===== src/rtl/clk_gate_ctrl.sv =====
// Enable controller for a latch-based clock gate: round-robin grant of a shared
// gated resource with wake-up sequencing and idle hold-off before shutdown.
module clk_gate_ctrl #(
  parameter int unsigned NUM_REQ     = 4,
  parameter int unsigned WAKE_CYCLES = 2,
  parameter int unsigned IDLE_CYCLES = 8,
  parameter int unsigned CNT_WIDTH   = 4
) (
  input  logic               CLK,
  input  logic               RST,
  input  logic [NUM_REQ-1:0] REQ,
  input  logic               FORCE_ON,
  output logic               CLK_EN,
  output logic [NUM_REQ-1:0] GNT,
  output logic               GNT_VLD,
  output logic               GATE_ON
);

  localparam int unsigned PTR_W = (NUM_REQ > 1) ? $clog2(NUM_REQ) : 1;
  localparam logic [CNT_WIDTH-1:0] WAKE_LOAD = CNT_WIDTH'(WAKE_CYCLES - 1);
  localparam logic [CNT_WIDTH-1:0] IDLE_LOAD = CNT_WIDTH'(IDLE_CYCLES - 1);

  typedef enum logic [1:0] {S_OFF, S_WAKE, S_ON, S_HOLD} state_e;

  state_e               state_q, state_d;
  logic [CNT_WIDTH-1:0] cnt_q, cnt_d;
  logic [PTR_W-1:0]     ptr_q, ptr_d;
  logic [NUM_REQ-1:0]   gnt_q, gnt_d;
  logic                 clk_en_q, clk_en_d;
  logic                 gnt_vld_q, gnt_vld_d;
  logic                 gate_on_q, gate_on_d;

  logic [NUM_REQ-1:0]   arb_gnt;
  logic [PTR_W-1:0]     arb_ptr;
  logic                 any_req;
  logic                 owner_req;

  assign any_req   = |REQ;
  assign owner_req = |(REQ & gnt_q);

  // Round-robin search starting at ptr_q; the pointer moves past the winner.
  always_comb begin
    logic             found;
    logic [PTR_W-1:0] idx;
    found   = 1'b0;
    idx     = '0;
    arb_gnt = '0;
    arb_ptr = ptr_q;
    for (int unsigned i = 0; i < NUM_REQ; i++) begin
      idx = PTR_W'((32'(ptr_q) + i) % NUM_REQ);
      if (!found && REQ[idx]) begin
        found        = 1'b1;
        arb_gnt[idx] = 1'b1;
        arb_ptr      = PTR_W'((32'(idx) + 1) % NUM_REQ);
      end
    end
  end

  always_ff @(posedge CLK or posedge RST) begin
    if (RST) begin
      state_q   <= S_OFF;
      cnt_q     <= '0;
      ptr_q     <= '0;
      gnt_q     <= '0;
      clk_en_q  <= 1'b0;
      gnt_vld_q <= 1'b0;
      gate_on_q <= 1'b0;
    end else begin
      state_q   <= state_d;
      cnt_q     <= cnt_d;
      ptr_q     <= ptr_d;
      gnt_q     <= gnt_d;
      clk_en_q  <= clk_en_d;
      gnt_vld_q <= gnt_vld_d;
      gate_on_q <= gate_on_d;
    end
  end

  always_comb begin
    state_d = state_q;
    cnt_d   = cnt_q;
    ptr_d   = ptr_q;
    gnt_d   = gnt_q;
    unique case (state_q)
      S_OFF: begin
        gnt_d = '0;
        if (any_req || FORCE_ON) begin
          state_d = S_WAKE;
          cnt_d   = WAKE_LOAD;
        end
      end
      S_WAKE: begin
        if (cnt_q != '0) begin
          cnt_d = cnt_q - 1'b1;
        end else if (any_req) begin
          state_d = S_ON;
          gnt_d   = arb_gnt;
          ptr_d   = arb_ptr;
        end else begin
          state_d = S_HOLD;
          cnt_d   = IDLE_LOAD;
        end
      end
      S_ON: begin
        // Owner keeps the grant while its request stays high.
        if (!owner_req) begin
          if (any_req) begin
            gnt_d = arb_gnt;
            ptr_d = arb_ptr;
          end else begin
            state_d = S_HOLD;
            gnt_d   = '0;
            cnt_d   = IDLE_LOAD;
          end
        end
      end
      S_HOLD: begin
        if (any_req) begin
          state_d = S_ON;
          gnt_d   = arb_gnt;
          ptr_d   = arb_ptr;
        end else if (FORCE_ON) begin
          cnt_d = IDLE_LOAD;
        end else if (cnt_q != '0) begin
          cnt_d = cnt_q - 1'b1;
        end else begin
          state_d = S_OFF;
        end
      end
      default: begin
        state_d = S_OFF;
        gnt_d   = '0;
        cnt_d   = '0;
      end
    endcase
  end

  always_comb begin
    clk_en_d  = (state_d != S_OFF);
    gate_on_d = (state_d != S_OFF);
    gnt_vld_d = |gnt_d;
  end

  assign CLK_EN  = clk_en_q;
  assign GNT     = gnt_q;
  assign GNT_VLD = gnt_vld_q;
  assign GATE_ON = gate_on_q;

endmodule


===== config.mk =====
export PLATFORM = sky130hd
export DESIGN_NAME = clk_gate_ctrl
export DESIGN_NICKNAME = d
export VERILOG_FILES = /design/src/rtl/clk_gate_ctrl.sv
export SDC_FILE = /design/constraint.sdc
export NUM_CORES = 1
export LEC_CHECK = 0
export BUFFER_PORTS_ARGS = -buffer_cell sky130_fd_sc_hd__buf_2
export CORE_AREA = 2 2 50 52
export CTS_CLUSTER_DIAMETER = 50
export DETAILED_ROUTE_END_ITERATION = 10
export DIE_AREA = 0 0 52 54
export PLACE_DENSITY = 0.84
export RECOVER_POWER = 100
export SLEW_MARGIN = 15
export SYNTH_ARGS = -nofsm -noshare
export SYNTH_HDL_FRONTEND = slang
export SYNTH_SLANG_ARGS = --single-unit
export TNS_END_PERCENT = 50

===== constraint.sdc =====
create_clock -name CLK -period 7.3 [get_ports CLK]
set_input_delay 1.46 -clock CLK [delete_from_list [all_inputs] [get_ports CLK]]
set_output_delay 1.46 -clock CLK [all_outputs]
set_load 0.01 [all_outputs]

==> out/metrics.json <==
{
  "run_status": {
    "outcome": "complete, no violations"
  },
  "routing": {
    "detailroute.via_count": 1192,
    "wl_per_cell_um": 17.02,
    "remaining_drc_errors": 0,
    "final_antenna_net_count": 0,
    "post_drt_via_cell_ratio": 6.930,
    "detail_route.wirelength_um": 2927,
    "firstDrtPassIters": 5,
    "drtIter0Drc": 52
  },
  "power": {
    "power_density_nw_per_um2": 436.2,
    "p_comb_share_pct": 61.6,
    "clkPwrFrac_pct": 10.1,
    "p_seq_share_pct": 28.3,
    "switching_part_of_the_total_pct": 47.09,
    "power.switching_mw": 0.2644,
    "worst_ir_drop_on_vdd_uv": 224.5,
    "leakagePower_nw": 0.4965,
    "internal_pwr_total_mw": 0.2971
  },
  "yosys": {
    "mappedNetlistArea_um2": 1210,
    "post_synth_edffs": 0,
    "count_of_cell_types_in_the_netlist": 40,
    "primary_ff_master_synth": "dfrtp_1",
    "ys_seq_elements": 14,
    "syn-mean-instance-area_um2": 9.166,
    "synthesis.yosys.warnings": 0,
    "synth_async_sr_flop_share_pct": 100.0,
    "seq_total_area_yosys_pct": 28.96,
    "mappedNetlistNets": 147,
    "syn_inst": 132
  },
  "timing": {
    "final.setup_skew_ns": 0.002104,
    "maxClockFrequency_mhz": 266.5,
    "report.final.setup_viol": 0,
    "timing.setup.tns_ns": 0,
    "relSlewSlack_pct": 5.720,
    "final-hold-violation-count": 0,
    "finalCriticalPeriod_ns": 3.753,
    "worst_pin_slew_ns": 1.401,
    "layout_worst_path_cycle_share_pct": 51.41,
    "grt_setup_unrepaired": "no",
    "max_transition_viols_final": 0,
    "setup_ws_ns": 3.547
  },
  "setup_path": {
    "worst-setup-path-type": "primary input to register",
    "required_ns": 7.47,
    "startpoint": "REQ[0]",
    "worst-path-buf-inv": 1,
    "critical_path.slowest_cell": "nor4_1",
    "critical_path.max_stage_delay_ns": 1.17,
    "largest_fanout_of_any_net_on_the_critical_path": 10,
    "worst_setup_path_end_kind": "register",
    "timing.rr.start": "ptr_q[0]$_DFFE_PP0P_",
    "critical_path_arrival_ns": 3.93,
    "cp_top_family": "simple AND/OR/NAND/NOR gates",
    "critical_path.startpoint_type": "primary input",
    "cell_by_cell_trace_of_the_critical_path": "clkbuf_1, nor4_1, nand2b_1, nor3_1, a221oi_1, or2_2"
  },
  "final_layout": {
    "mostFrequentLayoutCell": "dfrtp_1",
    "drive_gt1_share_pct": 13.38,
    "area_delta_synth_final_pct": 6.411,
    "antennaDiodeCount": 0,
    "nNetsFinal": 158,
    "layout.cells.non_filler": 172,
    "most-common-layout-cells": "14 x dfrtp_1, 13 x a21oi_1, 10 x o21ai_0",
    "nFillCells": 206
  },
  "global_route": {
    "grtUsageTotal_pct": 21.25,
    "grt_overflow": 0,
    "grt_antenna_before_repair": 0,
    "maximum_number_of_pins_on_one_net_before_global_route_repair": 19,
    "number_of_global_route_vias_before_repair": 1037,
    "first_pass_grt_wire_length_um": 4471
  },
  "die": {
    "initial_utilization_pct": 52.16,
    "io-pin-count": 14,
    "floorplan.die_area_um2": 2808,
    "die_boundary_width_um": 52,
    "die_height_um": 54,
    "core_um2": 2320,
    "fp-row-count": 18
  },
  "clock_tree": {
    "worst_skew_pair.late_latency_ns": 0.28,
    "tritoncts": "yes",
    "cts_buffers": 3,
    "cts_root_buffer": "clkbuf_4",
    "cts_resized": 0,
    "postCtsSetupBuffers": 0,
    "cts.htree.levels": 1,
    "holdBufCountCts": 0,
    "worst_setup_hold_path_clk_slew_ns": 0.09,
    "clockBufferDepth": 2,
    "cts.sink_count": 14
  },
  "place": {
    "detailed_place_hpwl_um": 2132,
    "port_buffers": 13,
    "dpl_worst_slack_ns": 3.746,
    "placedCellCount": 168,
    "gp_congestion": 0.9259
  },
  "min_path": {
    "worst_hold_startpoint": "cnt_q[0]$_DFFE_PP0P_",
    "worst_hold_path_type": "register to register"
  },
  "run": {
    "drv.max_cap_violation_count": 0
  }
}
[layer usage]
layer | vias to the layer above | GRT usage [%] | wire, um | share of wire [%]
li1 | 531 | - | - | -
met1 | 558 | 24.49 | 1074 | 37
met2 | 91 | 36.71 | 1474 | 50
met3 | 12 | 5.833 | 295 | 10
met4 | 0 | 9.649 | 82 | 2.8
met5 | - | 0 | 0 | 0
[path summary, 6_finish.rpt]
kind	to	slack, ns	cells past startpoint
max	GATE_ON$_DFF_PP0_	3.55	6
min	cnt_q[0]$_DFFE_PP0P_	0.58	2
max reg2reg	GNT_VLD$_DFF_PP0_	4.26	7
min reg2reg	cnt_q[0]$_DFFE_PP0P_	0.58	2
max in group asynchronous	GNT[1]$_DFF_PP0_	5.72	2
min in group asynchronous	state_q[1]$_DFF_PP0_	1.21	2
[state kept, by name, indices dropped and copies added, names as in the netlist]
signal,count
GATE_ON,1
ptr_q,2
GNT,4
state_q,2
cnt_q,4
GNT_VLD,1
[through the flow]
step | power (mW) | hold WS, ns | area, um^2 | util (%)
final | 0.5615 | 0.5833 | 1287 | 55.50
after global routing | 0.6009 | 0.6053 | 1287 | 55.50
after CTS | 0.5586 | 0.5856 | 1304 | 56.20
after detailed placement | 0.5002 | 0.5734 | 1267 | 54.64
after global placement | 0.4820 | 0.5576 | 1267 | 54.64
after floorplan | 0.4304 | 0.5116 | 1210 | -
[cell type report]
cell class              instances  area, um^2  area share, %
flip-flops and latches         14       350.3          27.21
clock buffers                   4       36.28          2.818
well taps                      30       37.54          2.915
multi-input cells             105       785.8          61.03
repair buffers                 13       55.05          4.276
inverters                       6       22.52          1.749
[power groups by stage]
| stage | clock network [mW] | registers [mW] | logic (mW) |
|---|---|---|---|
| 2_1_floorplan | 0 | 0.144 | 0.286 |
| 3_3_place_gp | 0 | 0.158 | 0.324 |
| 3_5_place_dp | 0 | 0.160 | 0.340 |
| 4_1_cts | 0.0581 | 0.158 | 0.343 |
| 5_1_grt | 0.0611 | 0.164 | 0.376 |
| 6_report | 0.0566 | 0.159 | 0.346 |
[worst register-to-register path, delay by kind of cell, from the launching register on]
family | cells | cell delay [ns]
compound gates | 1 | 0.19
fa+ha+maj | 1 | 0.41
buf+inv | 1 | 0.16
flops | 1 | 0.64
mux | 1 | 0.46
simple gates | 3 | 1.13
[synth_stat cells (all sizes together) (2+ instances only)]
master / n / area (um^2)
a21oi: 14 / 73.82
buf: 3 / 30.03
dfrtp: 14 / 350.3
or3: 3 / 18.77
a221o: 4 / 40.04
nor3: 6 / 30.03
nor4b: 4 / 35.03
nand2: 5 / 18.77
nand3b: 4 / 30.03
clkbuf: 4 / 15.01
o21ai: 11 / 58.81
inv: 6 / 22.52
o221ai: 2 / 17.52
or4: 2 / 15.01
nor2b: 6 / 37.54
mux4: 4 / 90.09
o31ai: 2 / 15.01
nor2: 8 / 30.03
o21a: 2 / 15.01
or2: 2 / 12.51
or4b: 2 / 20.02
a22oi: 3 / 22.52
ha: 8 / 100.1
[cell families (layout without fill, tap and decap cells)]
family	Yosys count	in the layout	synth area share, %
flip-flops	14	14	28.96
XOR/XNOR	1	1	0.7240
buffers and inverters	13	23	5.584
AO/OA/AOI/OAI	44	44	23.99
multiplexers	5	5	8.273
AND/OR/NAND/NOR	47	47	24.20
adder cells (fa/ha/maj)	8	8	8.273
No activity file was read; power rests on OpenSTA's default activity.
